--- src/rtl/demux_1x8_32_buf.sv ---
// rtl/demux_1x8_32_buf.sv - 1-to-8 word distributor with a one-word holding buffer per channel
//
// Ports:
//   clk          system clock, rising edge
//   rst_n        asynchronous active-low reset
//   d            input data word
//   s2, s1, s0   destination select {s2,s1,s0}, s2 is MSB
//   in_valid     d and select are valid this cycle
//   in_ready     selected channel can take a word this cycle (combinational)
//   op0 .. op7   per-channel data registers
//   v            per-channel "holds an unconsumed word" flags
//   ack          per-channel consume strobes, ignored where v is clear
//   pending      registered popcount of v

module demux_1x8_32_buf #(
    parameter int WIDTH = 32,
    parameter int NCH   = 8
) (
    input  logic             clk,
    input  logic             rst_n,
    input  logic [WIDTH-1:0] d,
    input  logic             s2,
    input  logic             s1,
    input  logic             s0,
    input  logic             in_valid,
    output logic             in_ready,
    output logic [WIDTH-1:0] op0,
    output logic [WIDTH-1:0] op1,
    output logic [WIDTH-1:0] op2,
    output logic [WIDTH-1:0] op3,
    output logic [WIDTH-1:0] op4,
    output logic [WIDTH-1:0] op5,
    output logic [WIDTH-1:0] op6,
    output logic [WIDTH-1:0] op7,
    output logic [NCH-1:0]   v,
    input  logic [NCH-1:0]   ack,
    output logic [3:0]       pending
);

    logic [2:0]       sel;
    logic             accept;
    logic [NCH-1:0]   wr_en;
    logic [NCH-1:0]   drain;
    logic [NCH-1:0]   v_n;
    logic [3:0]       pending_n;
    logic [WIDTH-1:0] op_q [NCH];

    assign sel = {s2, s1, s0};

    // A full channel can still take a word when its consumer drains it in
    // the same cycle, so refill happens with no bubble.
    assign in_ready = ~v[sel] | ack[sel];

    // in_valid gates everything below; an undriven select while idle
    // therefore cannot reach any write enable.
    assign accept = in_valid & in_ready;

    // One-hot write enable decode of the select.
    always_comb begin
        wr_en = '0;
        if (accept) begin
            wr_en[sel] = 1'b1;
        end
    end

    // A drain only clears v when the same channel is not being refilled;
    // ack on an empty channel falls out because it is masked by v.
    assign drain = ack & v & ~wr_en;
    assign v_n   = (v & ~drain) | wr_en;

    // pending is registered from the next value of v so the two always
    // change on the same edge.
    always_comb begin
        pending_n = '0;
        for (int i = 0; i < NCH; i++) begin
            pending_n = pending_n + 4'(v_n[i]);
        end
    end

    // Per-channel data registers: load only on their own write enable,
    // otherwise hold the last value even after being drained.
    for (genvar g = 0; g < NCH; g++) begin : g_ch
        always_ff @(posedge clk or negedge rst_n) begin
            if (!rst_n) begin
                op_q[g] <= '0;
            end else if (wr_en[g]) begin
                op_q[g] <= d;
            end
        end
    end

    always_ff @(posedge clk or negedge rst_n) begin
        if (!rst_n) begin
            v       <= '0;
            pending <= '0;
        end else begin
            v       <= v_n;
            pending <= pending_n;
        end
    end

    assign op0 = op_q[0];
    assign op1 = op_q[1];
    assign op2 = op_q[2];
    assign op3 = op_q[3];
    assign op4 = op_q[4];
    assign op5 = op_q[5];
    assign op6 = op_q[6];
    assign op7 = op_q[7];

endmodule

--- config.mk ---
export PLATFORM = sky130hd
export DESIGN_NAME = demux_1x8_32_buf
export DESIGN_NICKNAME = d
export VERILOG_FILES = /design/src/rtl/demux_1x8_32_buf.sv
export SDC_FILE = /design/constraint.sdc
export NUM_CORES = 1
export LEC_CHECK = 0
export ABC_AREA = 1
export CAP_MARGIN = 30
export CORE_UTILIZATION = 48
export CTS_CLUSTER_DIAMETER = 200
export DETAILED_ROUTE_END_ITERATION = 10
export GPL_TIMING_DRIVEN = 0
export PLACE_DENSITY = 0.91
export SLEW_MARGIN = 40
export SYNTH_ARGS = -nofsm -noshare
export SYNTH_HDL_FRONTEND = slang
export SYNTH_SLANG_ARGS = --single-unit
--- constraint.sdc ---
create_clock -name clk -period 5.1 [get_ports clk]
set_clock_uncertainty 0.1 [all_clocks]
set_input_delay 1.02 -clock clk [delete_from_list [all_inputs] [get_ports clk]]
set_output_delay 1.02 -clock clk [all_outputs]
set_load 0.05 [all_outputs]
-- Word level (Yosys, flattened, before mapping)
Index checks and enable logic that the tools add are counted.
- register bits after elaboration: 268
- word-level logic and storage cells: 36
- input bits: 46
- output and inout port bits: 269
- bitwise gates (word level): 9
- add/subtract/negate cells: 7
- reductions and logical operators: 1
- mux-type cells: 7
- magnitude comparators: 2
- operators by type and width (operator ; count):
    $and 8x8->8 ; 3
    $add 4x1->4 ; 4
    $not 8->8 ; 2
    $mux 8 ; 1
    $or 8x8->8 ; 1
    $bmux 1 s3 ; 2
    $add 3x1->4 ; 1
    $lt 3x4->1 const B ; 1
    $add 2x1->3 ; 1
    $demux 1 s3 ; 1
    $ge 3x1->1 const B ; 1
    $mux 1 ; 3
    $add 1x1->2 ; 1
    $and 1x1->1 ; 1
    $logic_and 1x1->1 ; 1
    $not 1->1 ; 1
    $or 1x1->1 ; 1

-- Longest topological paths before layout
- depth in word-level cells: 18
- gate-level depth with buffers: 22
- mapped depth without buffers: 19

-- Worst setup path after synthesis
No wires, ideal clock.
- path type: input to register
- start point: input port s1
- end point: register pending[2]
- buffers on the path: 3
- library setup time: 0.125 ns
- arrival time: 4.520 ns
- cell stages on the path: 19
- slack: 0.354 ns
- required time: 4.875 ns
- path through: buf_2 -> inv_4 -> nand2_1 -> nor3_1 -> nor2_1 -> nand2_1 -> nand2_2 -> buf_6 -> nand3_2 -> buf_2 -> o21ai_1 -> fa_1 -> inv_1 -> fa_1 -> fa_1 -> inv_1 -> ha_1 -> fa_1 -> xor2_1
- longest elaborated chain between the ends: 18
- elaborated cells between the ends (all ways): 25
- those cells by class: add/sub: 7; order compare: 2; mux: 7; bitwise: 8; reduce/logical: 1
- ends and longest elaborated chain (element ; line ; source):
    start, declared ; 23 ; input logic s1,
    parallel branches: the longest is 5 deep, another holds $lt 3x4->1 ; -- ;
    $mux 8 * ; 61 ; if (accept) begin
    $not 8->8 ; 68 ; assign drain = ack & v & ~wr_en;
    $and 8x8->8 ; 68 ;
    $not 8->8 ; 69 ; assign v_n = (v & ~drain) | wr_en;
    $and 8x8->8 ; 69 ;
    $or 8x8->8 * ; 69 ;
    named net v_n[0] ; 44 ; logic [NCH-1:0] v_n;
    $add 1x1->2 * ; 76 ; pending_n = pending_n + 4'(v_n[i]);
    $add 2x1->3 * ; 76 ;
    $add 3x1->4 * ; 76 ;
    $add 4x1->4 * (4 in a row) ; 76 ;
    named net pending_n[2] ; 45 ; logic [3:0] pending_n;
    end signal, assigned ; 98 ; pending <= pending_n;
    end, declared ; 37 ; output logic [3:0] pending
Mark *: on every way through the listed nets, which the timed path passes. The select of a mux whose other input is x is not followed.
A chain may end at the register's enable or synchronous reset.

-- Worst setup path after layout
- start point: input port s0
- end point: register pending[2]
- longest elaborated chain between the ends: 18
- elaborated cells between the ends (all ways): 25
- those cells by class: add/sub: 7; order compare: 2; mux: 7; bitwise: 8; reduce/logical: 1
- ends and longest elaborated chain (element ; line ; source):
    start, declared ; 24 ; input logic s0,
    parallel branches: the longest is 5 deep, another holds $lt 3x4->1 ; -- ;
    $mux 8 * ; 61 ;
    $not 8->8 ; 68 ;
    $and 8x8->8 ; 68 ;
    $not 8->8 ; 69 ;
    $and 8x8->8 ; 69 ;
    $or 8x8->8 * ; 69 ;
    named net v_n[1] ; 44 ;
    $add 1x1->2 * ; 76 ;
    $add 2x1->3 * ; 76 ;
    $add 3x1->4 * ; 76 ;
    $add 4x1->4 * (4 in a row) ; 76 ;
    named net pending_n[2] ; 45 ;
Marks and branches as above.

==> flow_summary.toml <==
[status]
outcome = "finished clean"

[final_layout]
mostFrequentLayoutCells = "nand2_1 (547), clkdlybuf4s50_1 (279), dfrtp_1 (268), nand4_1 (261), clkbuf_1 (60)"
area_growth_pct = 36.77
register_area_um2 = 6706
fin_nets = 1640
layout-drive-gt1-share_pct = 8.864
n_fill_cell = 1811
final_cell_count_no_fill = 1921
final_common_cell = "nand2_1"
multi_input_area_um2 = 4033
antennaDiodeCount = 0

[routing]
drtAntennaViolNets = 0
drt_iter0_drc = 1149
drc = 0
postRouteWirelength_um = 42430
wire_per_inst_um = 22.09
num_vias = 11230
vias_per_cell = 5.847
firstDrtPassIters = 6

[pwr]
p_clk_share_pct = 22.9
netSwitchingPower_mw = 3.617
ir_drop_mv = 0.3109
fin_total_pwr_mw = 8.341
p_per_area_nw_per_um2 = 532.9
switching_share_pct = 43.36
comb_power_share_pct = 42.3
p_leak_nw = 7.718
seqPwrFrac_pct = 34.7
p_int_mw = 4.724

[worst_setup_path]
cp_common_cell = "nand2_1"
crit_required_ns = 5.41
cp_max_fo = 10
cp_slowest_cell = "fa_1"
r2r_start = "v[4]"
path_class = "in2reg"
path_buf_inv = 7
startpoint_type = "input port"
reg2reg_slack_ns = 1.03
path_cells = "clkdlybuf4s50_1 > inv_2 > buf_4 > nand2_1 > nand2_1 > nand2_1 > nand2_1 > nand2_1 > nand2_1 > inv_2 > nand2_2 > nand3_2 > buf_4 > o21ai_0 > fa_1 > inv_1 > fa_1 > fa_1 > inv_1 > ha_1 > fa_1 > xor2_1"
cp_slowest_stage_delay_ns = 0.56
arrival_ns = 5.26
cp-end-kind = "register"
rr_endpoint = "pending[2]"
reg2reg_depth = 16
critPathTopFamily = "adder cells"

[grt]
grt_max_degree = 78
grt_pass1_vias = 10890
grt_antenna_before_repair = 0
overflow = 0
grt.total_usage_pct = 34.67
grt_pass1_wl_um = 63730

[sta]
max_freq_mhz = 202.2
whs_ns = 0.1895
finalHoldViolations = 0
max_slew_margin_pct = 39.57
min_period_over_period_pct = 96.96
fin_ws_ns = 0.1550
finalSetupTns_ns = 0
slew_violations = 0
worstMarginPinSlew_ns = 0.9030
setup_violations = 0
layout_min_cycle_time_ns = 4.945
rsz0062_at_grt = "no"

[cts]
tritoncts = "built"
holdBufCountCts = 0
clkTransAtPathRegs_ns = 0.06
clock_latency_ns = 0.53
cts_resized = 2
cts_buffers = 27
cts_max_path_buffers = 3
post-cts-setup-buffers = 0
cts.sinks = 268
h-tree-depth = 1
clock-root-buffer = "clkbuf_16"

[die]
io-pin-count = 315
die-width_um = 156.4
rows = 56
initial_core_util_pct = 48.90
fp.dieArea_um2 = 24460
die_y_um = 156.4
core_um2 = 23400

[place]
portBuffers = 280
dp.cells = 1878
hpwl_um = 29630
gp_congestion = 0.8905
place_ws_ns = -0.7389

[synth]
yosysUniqueCellTypes = 22
yosysSeqAreaShare_pct = 58.60
syn-num-nets = 1328
ys_ff_latch = 268
synthCells = 1275
netlist_area_um2 = 11440
syn_area_per_cell_um2 = 8.975
ys_warn_count = 0

[worst_hold_path]
holdCritPathClass = "in2async"

[job]
max_cap_violations = 0
## flip-flops by register name, summed over array words and instances (netlist names)
signal,count
op0,32
op5,32
pending,4
op2,32
op4,32
v,8
op1,32
op7,32
op3,32
op6,32
## worst max path at each step
stage | start | to | slack (ns) | cells after the start
3_5_place_dp | s0 | pending[2] | -0.74 | 15
4_1_cts | s0 | pending[2] | 0.02 | 22
3_3_place_gp | rst_n | op7[14] | -8.38 | 1
6_report | s0 | pending[2] | 0.16 | 22
5_1_grt | s0 | pending[2] | 0.002 | 22
2_1_floorplan | s1 | pending[2] | 0.35 | 19
## synthesized netlist by cell type (all sizes together)
master,instances,area (µm²)
nand2,548,2059
xor2,1,8.760
dfrtp,268,6706
buf,57,325.3
fa,4,80.08
o21ai,5,25.02
clkbuf,85,359.1
ha,3,37.54
nand4,261,1633
inv,21,81.33
nor3,6,30.03
nor2,6,22.52
nand3,10,75.07
## cell type report
class,instances,area share (%)
Sequential cell,268,42.85
Buffer,141,4.373
Tap cell,319,2.550
Clock buffer,40,5.012
Timing Repair Buffer,284,18.64
Clock inverter,4,0.2878
Inverter,21,0.5196
Multi-Input combinational cell,844,25.77
## kinds of logic after synthesis
| family | after synthesis | synth area share, % |
|---|---|---|
| compound gates | 5 | 0.2186 |
| xor+xnor | 1 | 0.07655 |
| fa+ha+maj | 7 | 1.028 |
| buf+inv | 163 | 6.691 |
| flops | 268 | 58.60 |
| simple gates | 831 | 33.38 |
## power by group through the flow
stage | Combinational [mW] | Sequential, mW | Clock (mW)
2_1_floorplan | 0.524 | 4.55 | 0
3_3_place_gp | 3.43 | 2.90 | 0
3_5_place_dp | 3.51 | 2.91 | 0
4_1_cts | 3.52 | 2.89 | 1.92
5_1_grt | 3.68 | 2.94 | 2.00
6_report | 3.53 | 2.90 | 1.91
## metal layers
metal,GRT usage [%],up-vias,routed length [µm]
met3,7.699,143,4331
met2,55.57,691,19710
met1,45.13,5503,16360
met4,15.59,0,2035
li1,-,4895,-
met5,0,-,0
## stage by stage
stage               utilization (%)  instance area [µm²]
floorplan                         -                11440
global placement              62.58                14650
detailed placement            63.18                14790
CTS                           66.76                15620
global route                  66.88                15650
finish                        66.88                15650
No activity file was read; power rests on OpenSTA's default activity.
